## src/rtl/bist_pkg.sv

```systemverilog
// Shared definitions for the BIST session controller: FSM state encoding and
// default signature constants also used by the LFSR/MISR top level.
package bist_pkg;

    typedef enum logic [2:0] {
        IDLE  = 3'd0,
        INIT  = 3'd1,
        RUN   = 3'd2,
        FLUSH = 3'd3,
        CHECK = 3'd4,
        DONE  = 3'd5
    } bist_state_t;

    localparam int DEF_N_PATTERNS    = 7;
    localparam int DEF_RESEED_PERIOD = 4;
    localparam int DEF_SIG_W         = 3;
    localparam logic [DEF_SIG_W-1:0] DEF_GOLDEN_SIG = 3'b101;

    // True when the captured signature equals the expected fault-free value.
    function automatic logic sig_match(input logic [DEF_SIG_W-1:0] sig,
                                       input logic [DEF_SIG_W-1:0] golden);
        return (sig == golden);
    endfunction

endpackage

```

## src/rtl/bist_pat_counter.sv

```systemverilog
// Pattern index counter with terminal-count flag, plus a modulo-RESEED_PERIOD
// sub-counter. reseed_next looks ahead one cycle so the controller can register
// LfsrSeed in step with the pattern index it belongs to.
module bist_pat_counter
    import bist_pkg::*;
#(
    parameter int N_PATTERNS    = DEF_N_PATTERNS,
    parameter int RESEED_PERIOD = DEF_RESEED_PERIOD,
    parameter int CNT_W         = $clog2(N_PATTERNS + 1)
) (
    input  logic             CLK,
    input  logic             RST,
    input  logic             clr,
    input  logic             en,
    output logic [CNT_W-1:0] count,
    output logic             tc,
    output logic             reseed_next
);

    localparam int MOD_W = (RESEED_PERIOD > 1) ? $clog2(RESEED_PERIOD) : 1;
    localparam logic [CNT_W-1:0] LAST_CNT = CNT_W'(N_PATTERNS - 1);
    localparam logic [MOD_W-1:0] LAST_MOD = (RESEED_PERIOD > 0) ? MOD_W'(RESEED_PERIOD - 1) : '0;
    localparam logic             RESEED_ON = (RESEED_PERIOD > 0) ? 1'b1 : 1'b0;

    logic [MOD_W-1:0] mod_r;
    logic [MOD_W-1:0] mod_next_s;
    logic             step_s;

    assign tc          = (count == LAST_CNT);
    assign step_s      = en & ~tc;
    assign reseed_next = RESEED_ON & (mod_next_s == LAST_MOD);

    // Next value of the reseed sub-counter; wraps at RESEED_PERIOD-1.
    always_comb begin
        mod_next_s = mod_r;
        if (clr) begin
            mod_next_s = '0;
        end else if (step_s) begin
            if (mod_r == LAST_MOD) begin
                mod_next_s = '0;
            end else begin
                mod_next_s = mod_r + MOD_W'(1);
            end
        end else begin
            mod_next_s = mod_r;
        end
    end

    // Pattern index and reseed phase registers; the index saturates at N_PATTERNS-1.
    always_ff @(posedge CLK) begin
        if (!RST) begin
            count <= '0;
            mod_r <= '0;
        end else begin
            mod_r <= mod_next_s;
            if (clr) begin
                count <= '0;
            end else if (step_s) begin
                count <= count + CNT_W'(1);
            end
        end
    end

endmodule

```

## src/rtl/bist_controller.sv

```systemverilog
// BIST session sequencer: INIT the LFSR and clear the MISR, apply N_PATTERNS
// patterns with periodic reseed pulses, flush the last CUT response, compare
// the signature and report Done/Pass. All outputs are registered.
module bist_controller
    import bist_pkg::*;
#(
    parameter int N_PATTERNS    = DEF_N_PATTERNS,
    parameter int RESEED_PERIOD = DEF_RESEED_PERIOD,
    parameter int SIG_W         = DEF_SIG_W,
    parameter logic [SIG_W-1:0] GOLDEN_SIG = SIG_W'(DEF_GOLDEN_SIG),
    parameter int CNT_W         = $clog2(N_PATTERNS + 1)
) (
    input  logic             CLK,
    input  logic             RST,
    input  logic             Start,
    input  logic             Abort,
    input  logic [SIG_W-1:0] Sig,
    output logic             LfsrInit,
    output logic             LfsrSeed,
    output logic             TestMode,
    output logic             MisrEn,
    output logic             MisrClr,
    output logic             Busy,
    output logic             Done,
    output logic             Pass,
    output logic [CNT_W-1:0] PatCnt
);

    bist_state_t state_r;
    logic        cnt_clr_s;
    logic        cnt_en_s;
    logic        cnt_tc_s;
    logic        reseed_next_s;

    bist_pat_counter #(
        .N_PATTERNS    (N_PATTERNS),
        .RESEED_PERIOD (RESEED_PERIOD),
        .CNT_W         (CNT_W)
    ) u_pat_counter (
        .CLK         (CLK),
        .RST         (RST),
        .clr         (cnt_clr_s),
        .en          (cnt_en_s),
        .count       (PatCnt),
        .tc          (cnt_tc_s),
        .reseed_next (reseed_next_s)
    );

    // Counter control: zero whenever the session heads to IDLE/INIT, advance in RUN.
    always_comb begin
        cnt_clr_s = 1'b0;
        cnt_en_s  = 1'b0;
        case (state_r)
            IDLE: begin
                cnt_clr_s = 1'b1;
            end
            INIT: begin
                cnt_clr_s = 1'b1;
            end
            RUN: begin
                if (Abort) begin
                    cnt_clr_s = 1'b1;
                end else begin
                    cnt_en_s = 1'b1;
                end
            end
            FLUSH, CHECK: begin
                if (Abort) begin
                    cnt_clr_s = 1'b1;
                end else begin
                    cnt_clr_s = 1'b0;
                end
            end
            DONE: begin
                if (!Start) begin
                    cnt_clr_s = 1'b1;
                end else begin
                    cnt_clr_s = 1'b0;
                end
            end
            default: begin
                cnt_clr_s = 1'b1;
            end
        endcase
    end

    // Session FSM; each output register is loaded with the value of the state being entered.
    always_ff @(posedge CLK) begin
        if (!RST) begin
            state_r  <= IDLE;
            LfsrInit <= 1'b0;
            LfsrSeed <= 1'b1;
            TestMode <= 1'b0;
            MisrEn   <= 1'b0;
            MisrClr  <= 1'b0;
            Busy     <= 1'b0;
            Done     <= 1'b0;
            Pass     <= 1'b0;
        end else begin
            LfsrInit <= 1'b0;
            LfsrSeed <= 1'b1;
            TestMode <= 1'b0;
            MisrEn   <= 1'b0;
            MisrClr  <= 1'b0;
            Busy     <= 1'b0;
            Done     <= 1'b0;
            case (state_r)
                IDLE: begin
                    Pass <= 1'b0;
                    if (Start) begin
                        state_r  <= INIT;
                        LfsrInit <= 1'b1;
                        MisrClr  <= 1'b1;
                        Busy     <= 1'b1;
                    end else begin
                        state_r <= IDLE;
                    end
                end
                INIT: begin
                    if (Abort) begin
                        state_r <= IDLE;
                        Pass    <= 1'b0;
                    end else begin
                        state_r  <= RUN;
                        TestMode <= 1'b1;
                        MisrEn   <= 1'b1;
                        Busy     <= 1'b1;
                        LfsrSeed <= ~reseed_next_s;
                    end
                end
                RUN: begin
                    if (Abort) begin
                        state_r <= IDLE;
                        Pass    <= 1'b0;
                    end else if (cnt_tc_s) begin
                        state_r  <= FLUSH;
                        TestMode <= 1'b1;
                        MisrEn   <= 1'b1;
                        Busy     <= 1'b1;
                    end else begin
                        state_r  <= RUN;
                        TestMode <= 1'b1;
                        MisrEn   <= 1'b1;
                        Busy     <= 1'b1;
                        LfsrSeed <= ~reseed_next_s;
                    end
                end
                FLUSH: begin
                    if (Abort) begin
                        state_r <= IDLE;
                        Pass    <= 1'b0;
                    end else begin
                        state_r <= CHECK;
                        Busy    <= 1'b1;
                    end
                end
                CHECK: begin
                    if (Abort) begin
                        state_r <= IDLE;
                        Pass    <= 1'b0;
                    end else begin
                        state_r <= DONE;
                        Done    <= 1'b1;
                        Pass    <= sig_match(DEF_SIG_W'(Sig), DEF_SIG_W'(GOLDEN_SIG));
                    end
                end
                DONE: begin
                    if (Start) begin
                        state_r <= DONE;
                        Done    <= 1'b1;
                    end else begin
                        state_r <= IDLE;
                        Pass    <= 1'b0;
                    end
                end
                default: begin
                    state_r <= IDLE;
                    Pass    <= 1'b0;
                end
            endcase
        end
    end

endmodule

```

## config.mk

```make
export PLATFORM = sky130hd
export DESIGN_NAME = bist_controller
export DESIGN_NICKNAME = d
export VERILOG_FILES = /design/src/rtl/bist_pkg.sv /design/src/rtl/bist_pat_counter.sv /design/src/rtl/bist_controller.sv
export SDC_FILE = /design/constraint.sdc
export NUM_CORES = 1
export LEC_CHECK = 0
export BUFFER_PORTS_ARGS = -buffer_cell sky130_fd_sc_hd__clkbuf_2
export CAP_MARGIN = 20
export CELL_PAD_IN_SITES_DETAIL_PLACEMENT = 1
export CELL_PAD_IN_SITES_GLOBAL_PLACEMENT = 1
export CORE_MARGIN = 5
export CORE_UTILIZATION = 33
export DETAILED_ROUTE_END_ITERATION = 10
export GPL_TIMING_DRIVEN = 1
export PLACE_DENSITY_LB_ADDON = 0.2
export SYNTH_ARGS = -nofsm -noshare
export SYNTH_HDL_FRONTEND = slang
export SYNTH_SLANG_ARGS = --single-unit
```

## constraint.sdc

```tcl
create_clock -name CLK -period 1.6 [get_ports CLK]
set_input_delay 0 -clock CLK [delete_from_list [all_inputs] [get_ports CLK]]
set_output_delay 0 -clock CLK [all_outputs]
set_load 0.005 [all_outputs]
```

# After elaboration in Yosys (flattened, before gate mapping)
# Index checks and enable logic that the tools add are counted.
[totals]
in_bits = 7
register_bits = 14
memories = 0
word_cells = 61
ram_bits = 0
rom_bits = 0
latch_bits = 0
output_inout_bits = 11
[op_classes]
n_mul = 0
shifts = 0
mux = 27
div_mod_pow = 0
reduce_logical = 8
order_cmp = 0
bitwise = 4
add_sub_neg = 2
eq_ne = 11
[op_table]
columns = ["op", "count"]
rows = [
  ["$pmux 3 s6", 1],
  ["$mux 1", 13],
  ["$eq 3x3->1 const B", 4],
  ["$mux 2", 5],
  ["$mux 3", 3],
  ["$pmux 1 s2", 4],
  ["$eq 3x2->1 const B", 2],
  ["$reduce_and 2->1", 3],
  ["$reduce_or 3->1", 2],
  ["$eq 2x2->1 const B", 2],
  ["$reduce_or 2->1", 2],
  ["$add 3x1->3 const B", 1],
  ["$eq 3x1->1 const B", 1],
  ["$logic_not 3->1", 1],
  ["$not 1->1", 3],
  ["$pmux 1 s3", 1],
  ["$add 2x1->2 const B", 1],
  ["$ne 2x1->1 const B", 1],
  ["$ne 2x2->1 const B", 1],
  ["$and 1x1->1", 1],
]

# Longest topological paths before layout
# Gate-level depths: netlist (run 1).
[depth]
ltp_word = 10
ltp_mapped = 6
mapped_depth_nobuf = 6

# Hierarchy
# Synthesis (run 1) repeated with hierarchy kept, for this count alone.
[unflattened]
cells_unflattened = 77
area_unflattened_um2 = 711.9
[by_module_without_submodules]
columns = ["mod", "cells_per_inst", "area_per_inst_um2", "seq_area_each_um2", "instances"]
rows = [
  ["bist_controller", 49, 441.7, 180.2, 1],
  ["bist_pat_counter", 28, 270.3, 100.1, 1],
]

# Least setup slack after synthesis (run 1)
# OpenSTA, ideal clock, no wires.
[synth_timing]
path_kind = "flip-flop to flip-flop"
startpoint = "register state_r[1]"
endpoint = "register LfsrSeed"
t_arrival_ps = 1450
path_buffers = 1
stages_incl_launch_ff = 6
setup_time_ps = 120
required_ps = 1480
synth_period_minus_slack_ps = 1570
slack_ps = 30
path_cell_list = "dfxtp_1 -> buf_2 -> or4b_4 -> a21oi_4 -> nand3_2 -> a211o_1"
[synth_between]
elab_chain_cells = 10
word_cells_on_any_way = 17
classes_between = "eq/ne (6); mux (8); bitwise (2); reduce/logical (1)"
[synth_rtl]
columns = ["item", "line", "text"]
rows = [
  ["start, declared", "bist_controller.sv:29", "bist_state_t state_r;"],
  ["start signal, assigned", "bist_controller.sv:90", "state_r <= IDLE;"],
  ["start signal, assigned", "bist_controller.sv:111", "state_r <= INIT;"],
  ["start signal, assigned", "bist_controller.sv:116", "state_r <= IDLE;"],
  ["$eq 3x2->1", "bist_controller.sv:53, bist_controller.sv:107", ""],
  ["$mux 1", "bist_controller.sv:53", "case (state_r)"],
  ["$and 1x1->1", "bist_pat_counter.sv:30", "assign step_s = en & ~tc;"],
  ["$mux 2", "bist_pat_counter.sv:38", "end else if (step_s) begin"],
  ["$mux 2", "bist_pat_counter.sv:36", "if (clr) begin"],
  ["$eq 2x2->1", "bist_pat_counter.sv:31", "assign reseed_next = RESEED_ON & (mod_next_s == LAST_MOD);"],
  ["$not 1->1", "bist_controller.sv:128, bist_controller.sv:145", ""],
  ["$mux 1", "bist_controller.sv:135", "end else if (cnt_tc_s) begin"],
  ["$mux 1", "bist_controller.sv:132", "if (Abort) begin"],
  ["$pmux 1 s2 (*)", "bist_controller.sv:107", "case (state_r)"],
  ["end signal, assigned", "bist_controller.sv:128", "LfsrSeed <= ~reseed_next_s;"],
  ["end signal, assigned", "bist_controller.sv:145", "LfsrSeed <= ~reseed_next_s;"],
  ["end, declared", "bist_controller.sv:19", "output logic LfsrSeed,"],
]
# Every way passes the cells marked *; elsewhere a longest branch is shown, timed or not.
# A chain may end at the register's enable or synchronous reset.

# Worst setup path after layout (run 1)
[layout_timing]
startpoint = "register state_r[2]"
endpoint = "register u_pat_counter.count[1]"
[layout_between]
elab_chain_cells = 4
word_cells_on_any_way = 9
classes_between = "eq/ne (4); mux (2); bitwise (1); reduce/logical (2)"
[layout_rtl]
columns = ["item", "line", "text"]
rows = [
  ["$eq 3x3->1 / $eq 3x2->1 (equally long branches)", "bist_controller.sv:53", ""],
  ["$reduce_or 3->1 (no source line)", "--", ""],
  ["$pmux 1 s2", "bist_controller.sv:53", ""],
  ["$reduce_or 2->1 (no source line)", "--", ""],
  ["end signal, assigned", "bist_pat_counter.sv:59", "count <= count + CNT_W'(1);"],
  ["end, declared", "bist_pat_counter.sv:15", "output logic [CNT_W-1:0] count,"],
]
# Parallel ways exist; a longest one is shown, timed or not.

==> results.toml, run 1 <==
[setup_path]
reg2reg_depth = 5
critPathLaunch = "state_r[2]"
critPathArrivalTime_ns = 1.71
cp_max_fo = 6
crit_end = "u_pat_counter.count[1]"
critPathRequiredTime_ns = 1.79
r2r-start = "state_r[2]"
cp-end-kind = "flop"
crit_path_start_kind = "flop"
critPathSlowestCell = "or4b_4"
path_class = "reg2reg"
max_stage_delay_ns = 0.54
ff2ff_setup_slack_ns = 0.08
r2r-end = "u_pat_counter.count[1]"
crit_chain = "or4b_4 -> a21oi_4 -> buf_4 -> nor2_1 -> a211oi_1"

[sta]
timing.fmax_mhz = 658
setup-violations-final = 0
slew_headroom_pct = 80.9
worstMarginPinSlew_ns = 0.284
layout_min_cycle_time_ns = 1.52
hold_viol_final = 0
fin_skew_ns = 0.00721
setup-tns-final_ns = 0
rsz0062_at_grt = "no"
maxSlewViolCount = 0
period_share_pct = 95.0
holdWs_ns = 0.0426

[layout]
layoutNonFillerInstCount = 128
nets = 112
antenna_cells = 0
n_fill_cell = 255
seq_area_sq_um = 282
drive_above_1_share_pct = 32.7
utilization_pct = 43.7
area_growth_pct = 24.8
multiInputGateArea_sq_um = 375

[die]
start_util_pct = 35.0
std_cell_rows = 16
fp.dieW_microns = 56.1
dieArea_sq_um = 3140
io_pins = 18
core_sq_um = 2000
chipHeight_microns = 56.1

[pwr]
power_density_nw_per_um2 = 786
power_uw = 688
ir_worst_vdd_uv = 343
total_leakage_power_nw = 0.356

[logic_synthesis]
syn_area_sq_um = 701
yosysSeqAreaShare_pct = 40.0
ys_warn_count = 0
synth_edf_count = 0
yosys_register_bits = 14
netlist_instances = 79
yosysUniqueCellTypes = 32
synth_ff_type = "dfxtp_1"
synth_area_per_cell_sq_um = 8.87
syn-num-nets = 89
async_flop_share_pct = 0

[cts]
cts_buffer_depth = 2
clockRootBuffer = "clkbuf_4"
clk_pin_slew_ns = 0.09
cts_tree = "yes"
cts_num_sinks = 14
numCtsBuffers = 3
postCtsSetupRepairBufs = 0
insertion_delay_ns = 0.28
htree_levels = 1

[place]
gp_congestion = 0.748
portBuffers = 17
dp_cells = 123
dp_hpwl_microns = 1270

[detailed_routing]
wirelength_microns = 1590
wire_per_inst_microns = 12.4
postRouteAntennaNets = 0
vias = 623
drt_iter0_drc = 4
first_pass_iters = 4
drc = 0
viasPerCell = 4.87

[grt]
grt_pass1_vias = 636
globalRouteMet2Util_pct = 15.7
met1_usage_pct = 15.8
grtUsageTotal_pct = 11.3
grt.busiest_layer = "met1"
grt_max_degree = 10
grt.overflow.total = 0
grt_util_met3_pct = 2.55
antenna_found_initial = 0
grt_pass1_wl_microns = 2820

[min_path]
min_path_type = "in2reg"

[run]
maxCapViolCount = 0

[status]
status = "completed"
==> synthesized netlist by cell type, types with 2 or more instances <==
cell type | count | area share [%]
o21ai_0 | 2 | 1.4
nand2_1 | 6 | 3.2
xnor2_1 | 2 | 2.5
inv_1 | 2 | 1.1
nand2b_1 | 2 | 1.8
nor3_1 | 4 | 2.9
ha_1 | 3 | 5.4
nor2_1 | 10 | 5.4
buf_4 | 2 | 2.1
dfxtp_1 | 14 | 40
and3_1 | 2 | 1.8
buf_2 | 3 | 2.1
nand3_1 | 3 | 2.1
a21oi_1 | 6 | 4.3
==> cells in the final DEF (no fill, tap or decap), types with 3 or more instances in the layout <==
cell type  netlist  final
clkbuf_4         0      3
nor3_1           4      4
a21oi_1          6      6
ha_1             3      3
clkbuf_2         0     17
nor2_1          10     10
dfxtp_1         14     13
nand3_1          3      3
nand2_1          6      6
buf_4            2      6
==> sequential cells by signal, summed over array words and instances, names as in the netlist <==
name and count:
Done 1, MisrEn 1, u_pat_counter.mod_r 2, state_r 3
LfsrSeed 1, Busy 1, u_pat_counter.count 3, Pass 1
MisrClr 1
==> stage by stage <==
step	cell area (sq um)	setup slack (ns)
global route	875	0.0251
finish	875	0.0801
global placement	823	0.0820
floorplan	701	0.0303
CTS	870	0.0461
detailed placement	823	0.0922
==> power breakdown <==
group | total, mW | leakage (nW) | internal (mW) | switching (mW)
clock network | 0.260 | 0.0210 | 0.138 | 0.122
logic | 0.0676 | 0.221 | 0.0320 | 0.0356
registers | 0.360 | 0.114 | 0.356 | 0.00426
total | 0.688 | 0.356 | 0.526 | 0.161
==> cell families (layout without fill, tap and decap cells) <==
logic type / Yosys count / count (layout) / share of synthesized area, %
compound gates: 15 / 15 / 14.5
simple gates: 36 / 36 / 29.3
flops: 14 / 14 / 40.0
buf+inv: 8 / 30 / 6.96
fa+ha+maj: 3 / 3 / 5.36
xor+xnor: 2 / 2 / 2.50
mux: 1 / 1 / 1.43
==> worst min path at each step <==
stage                from  depth (start not counted)  endpoint
finish                RST                          2      Done
global route          RST                          2      Done
CTS                   RST                          2      Done
detailed placement  Start                          3   MisrClr
global placement    Start                          3   MisrClr
floorplan           Start                          2   MisrClr
==> worst max-delay path, delay by kind of cell, from the launching register on <==
| kind | cells | cell delay, ns |
|---|---|---|
| compound gates | 2 | 0.34 |
| buf+inv | 1 | 0.16 |
| flops | 1 | 0.36 |
| simple gates | 2 | 0.58 |
==> layout make-up <==
cell class | instances | area share (%)
clock buffer | 4 | 4.15
timing repair buffer | 24 | 16.0
sequential | 14 | 32.2
tap | 27 | 3.86
multi-input combinational | 57 | 42.9
inverter | 2 | 0.858
==> timing repair <==
item	in CTS	in global routing
gates resized for setup	0	2
endpoints found under the hold margin	1	0
hold buffers	1	0
setup endpoints to repair	0	4
==> layer usage <==
| layer | part of all wire (%) | wire length [microns] |
|---|---|---|
| met5 | 0 | 0 |
| met4 | 0.44 | 7 |
| met3 | 5.3 | 85 |
| met2 | 42 | 677 |
| met1 | 52 | 822 |
No activity file was read; power rests on OpenSTA's default activity.
==> run 2, diff against run 1 <==
--- a/config.mk
+++ b/config.mk
@@ -6,13 +6,13 @@
 export NUM_CORES = 1
 export LEC_CHECK = 0
 export BUFFER_PORTS_ARGS = -buffer_cell sky130_fd_sc_hd__clkbuf_2
-export CAP_MARGIN = 20
 export CELL_PAD_IN_SITES_DETAIL_PLACEMENT = 1
 export CELL_PAD_IN_SITES_GLOBAL_PLACEMENT = 1
 export CORE_MARGIN = 5
 export CORE_UTILIZATION = 33
 export DETAILED_ROUTE_END_ITERATION = 10
-export GPL_TIMING_DRIVEN = 1
+export GPL_ROUTABILITY_DRIVEN = 0
+export GPL_TIMING_DRIVEN = 0
 export PLACE_DENSITY_LB_ADDON = 0.2
 export SYNTH_ARGS = -nofsm -noshare
 export SYNTH_HDL_FRONTEND = slang
==> results.toml, run 2 (same netlist as run 1, synthesis figures left out) <==
[place]
portBuffers = 16
dp_cells = 122
dp_hpwl_microns = 1210
placed_area_sq_um = 815
dp_slack_ns = -0.115

[layout]
nets = 116
layoutNonFillerInstCount = 131
n_fill_cell = 247
antenna_cells = 0
finalInstanceArea_sq_um = 902
utilization_pct = 45.1
mostFrequentLayoutCells = "clkbuf_2, dfxtp_1, nor2_1"
drive_above_1_share_pct = 34.6
area_growth_pct = 28.7
reg_top3 = "state_r: 3 flops, u_pat_counter.count: 3 flops, u_pat_counter.mod_r: 2 flops"
final_common_cell = "clkbuf_2"

[sta]
worstMarginPinSlew_ns = 0.519
fin_skew_ns = 0.00173
fin_ws_ns = 0.0106
setup-tns-final_ns = 0
setup-violations-final = 0
maxSlewViolCount = 0
period_share_pct = 99.3
slew_headroom_pct = 64.9
layout_min_cycle_time_ns = 1.59
timing.fmax_mhz = 629
hold_viol_final = 0
rsz0062_at_grt = "yes"

[cts]
insertion_delay_ns = 0.28
cts_num_sinks = 14
numCtsBuffers = 3
htree_levels = 1
cts_buffer_depth = 2
clk_pin_slew_ns = 0.08
clockRootBuffer = "clkbuf_4"
cts_tree = "yes"

[run]
maxCapViolCount = 0

[pwr]
switching_power_uw = 154
ir_worst_vdd_uv = 532
seq_power_share_pct = 56.5
internal_power_uw = 482
swShare_pct = 24.3
pwr-share-clk_pct = 31.3
power_density_nw_per_um2 = 705
combPwrFrac_pct = 12.2
total_leakage_power_nw = 0.372

[detailed_routing]
postRouteAntennaNets = 0
wirelength_microns = 1710
drc = 0
wire_per_inst_microns = 13.0
drt_iter0_drc = 8
vias = 652
viasPerCell = 4.98
first_pass_iters = 2

[setup_path]
critPathArrivalTime_ns = 1.76
crit_chain = "buf_6 -> or4b_4 -> a21oi_4 -> nand3_2 -> a211o_1"
critPathRequiredTime_ns = 1.77
critPathSlowestCell = "or4b_4"
max_stage_delay_ns = 0.48
reg2reg_depth = 5
path_class = "reg2reg"
cp_num_buf_inv = 1
crit_family = "simple AND/OR/NAND/NOR gates"
crit_path_start_kind = "flop"
ff2ff_setup_slack_ns = 0.01
path_depth = 5
cp_max_fo = 5
cp-end-kind = "flop"

[die]
dieArea_sq_um = 3140
std_cell_rows = 16
fp.dieW_microns = 56.1
io_pins = 18
chipHeight_microns = 56.1
core_sq_um = 2000
start_util_pct = 35.0

[grt]
grt.overflow.total = 0
grt_max_degree = 11
antenna_found_initial = 0
grtUsageTotal_pct = 10.7
grt_pass1_wl_microns = 2720
grt_pass1_vias = 649

[min_path]
min_path_type = "in2reg"
holdPathStages = 3

[status]
status = "completed"
-- run 2: cell count changes in the layout (fill, tap and decap cells not counted) --
| cell | before | now |
|---|---|---|
| a21oi_1 | 6 | 5 |
| a21oi_2 | 0 | 1 |
| buf_2 | 0 | 2 |
| buf_4 | 6 | 5 |
| buf_6 | 0 | 2 |
| clkbuf_2 | 17 | 16 |
| clkbuf_4 | 3 | 4 |
| clkbuf_8 | 1 | 0 |
| dlygate4sd3_1 | 1 | 2 |
-- run 2: final cells by class --
type | count | area [sq um] | share of cell area [%]
clock buffer | 3 | 22.5 | 2.50
sequential | 14 | 282 | 31.2
multi-input combinational | 57 | 379 | 42.0
tap | 27 | 33.8 | 3.74
inverter | 2 | 7.51 | 0.832
timing repair buffer | 22 | 128 | 14.1
buffer | 6 | 50.0 | 5.55
-- run 2: worst register-to-register path: stages, from the launching register on --
cell and delay, ns:
dfxtp_2 0.35, buf_6 0.11, or4b_4 0.49, a21oi_4 0.19, nand3_2 0.09, a211o_1 0.26
-- run 2: layer usage --
| layer | track usage [%] | up-vias | wire length (microns) |
|---|---|---|---|
| met3 | 3.25 | 4 | 95 |
| met2 | 18.2 | 15 | 805 |
| met5 | 0 | - | 0 |
| met1 | 12.3 | 307 | 787 |
| met4 | 4.41 | 0 | 18 |
| li1 | - | 326 | - |
-- run 2: stage by stage --
step	power (mW)	hold slack, ns
after floorplan	0.410	0.137
after global placement	0.432	0.228
after detailed placement	0.434	0.238
after CTS	0.636	0.0240
after global routing	0.662	0.0510
final	0.636	0.0215
-- run 2: worst paths after layout --
path                                 end                    from
setup / recovery                LfsrSeed              state_r[1]
setup reg to reg                LfsrSeed              state_r[1]
hold reg to reg   u_pat_counter.mod_r[1]  u_pat_counter.mod_r[1]
hold / removal                      Busy                   Abort
-- run 2: what timing repair did --
item                                    CTS  global route
endpoints found under the hold margin     3             0
pin swaps                                 0             1
cloned                                    0             1
buffers inserted                          1             2
hold buffers                              2             0
endpoints found under the setup margin    3             5
gates resized for setup                   4             2
-- run 2: power by group through the flow --
| stage | Clock, mW | Sequential [mW] | Combinational [mW] |
|---|---|---|---|
| global route | 0.216 | 0.360 | 0.0862 |
| floorplan | 0 | 0.367 | 0.0425 |
| detailed placement | 0 | 0.367 | 0.0672 |
| CTS | 0.203 | 0.359 | 0.0741 |
| global placement | 0 | 0.366 | 0.0659 |
| finish | 0.199 | 0.359 | 0.0775 |
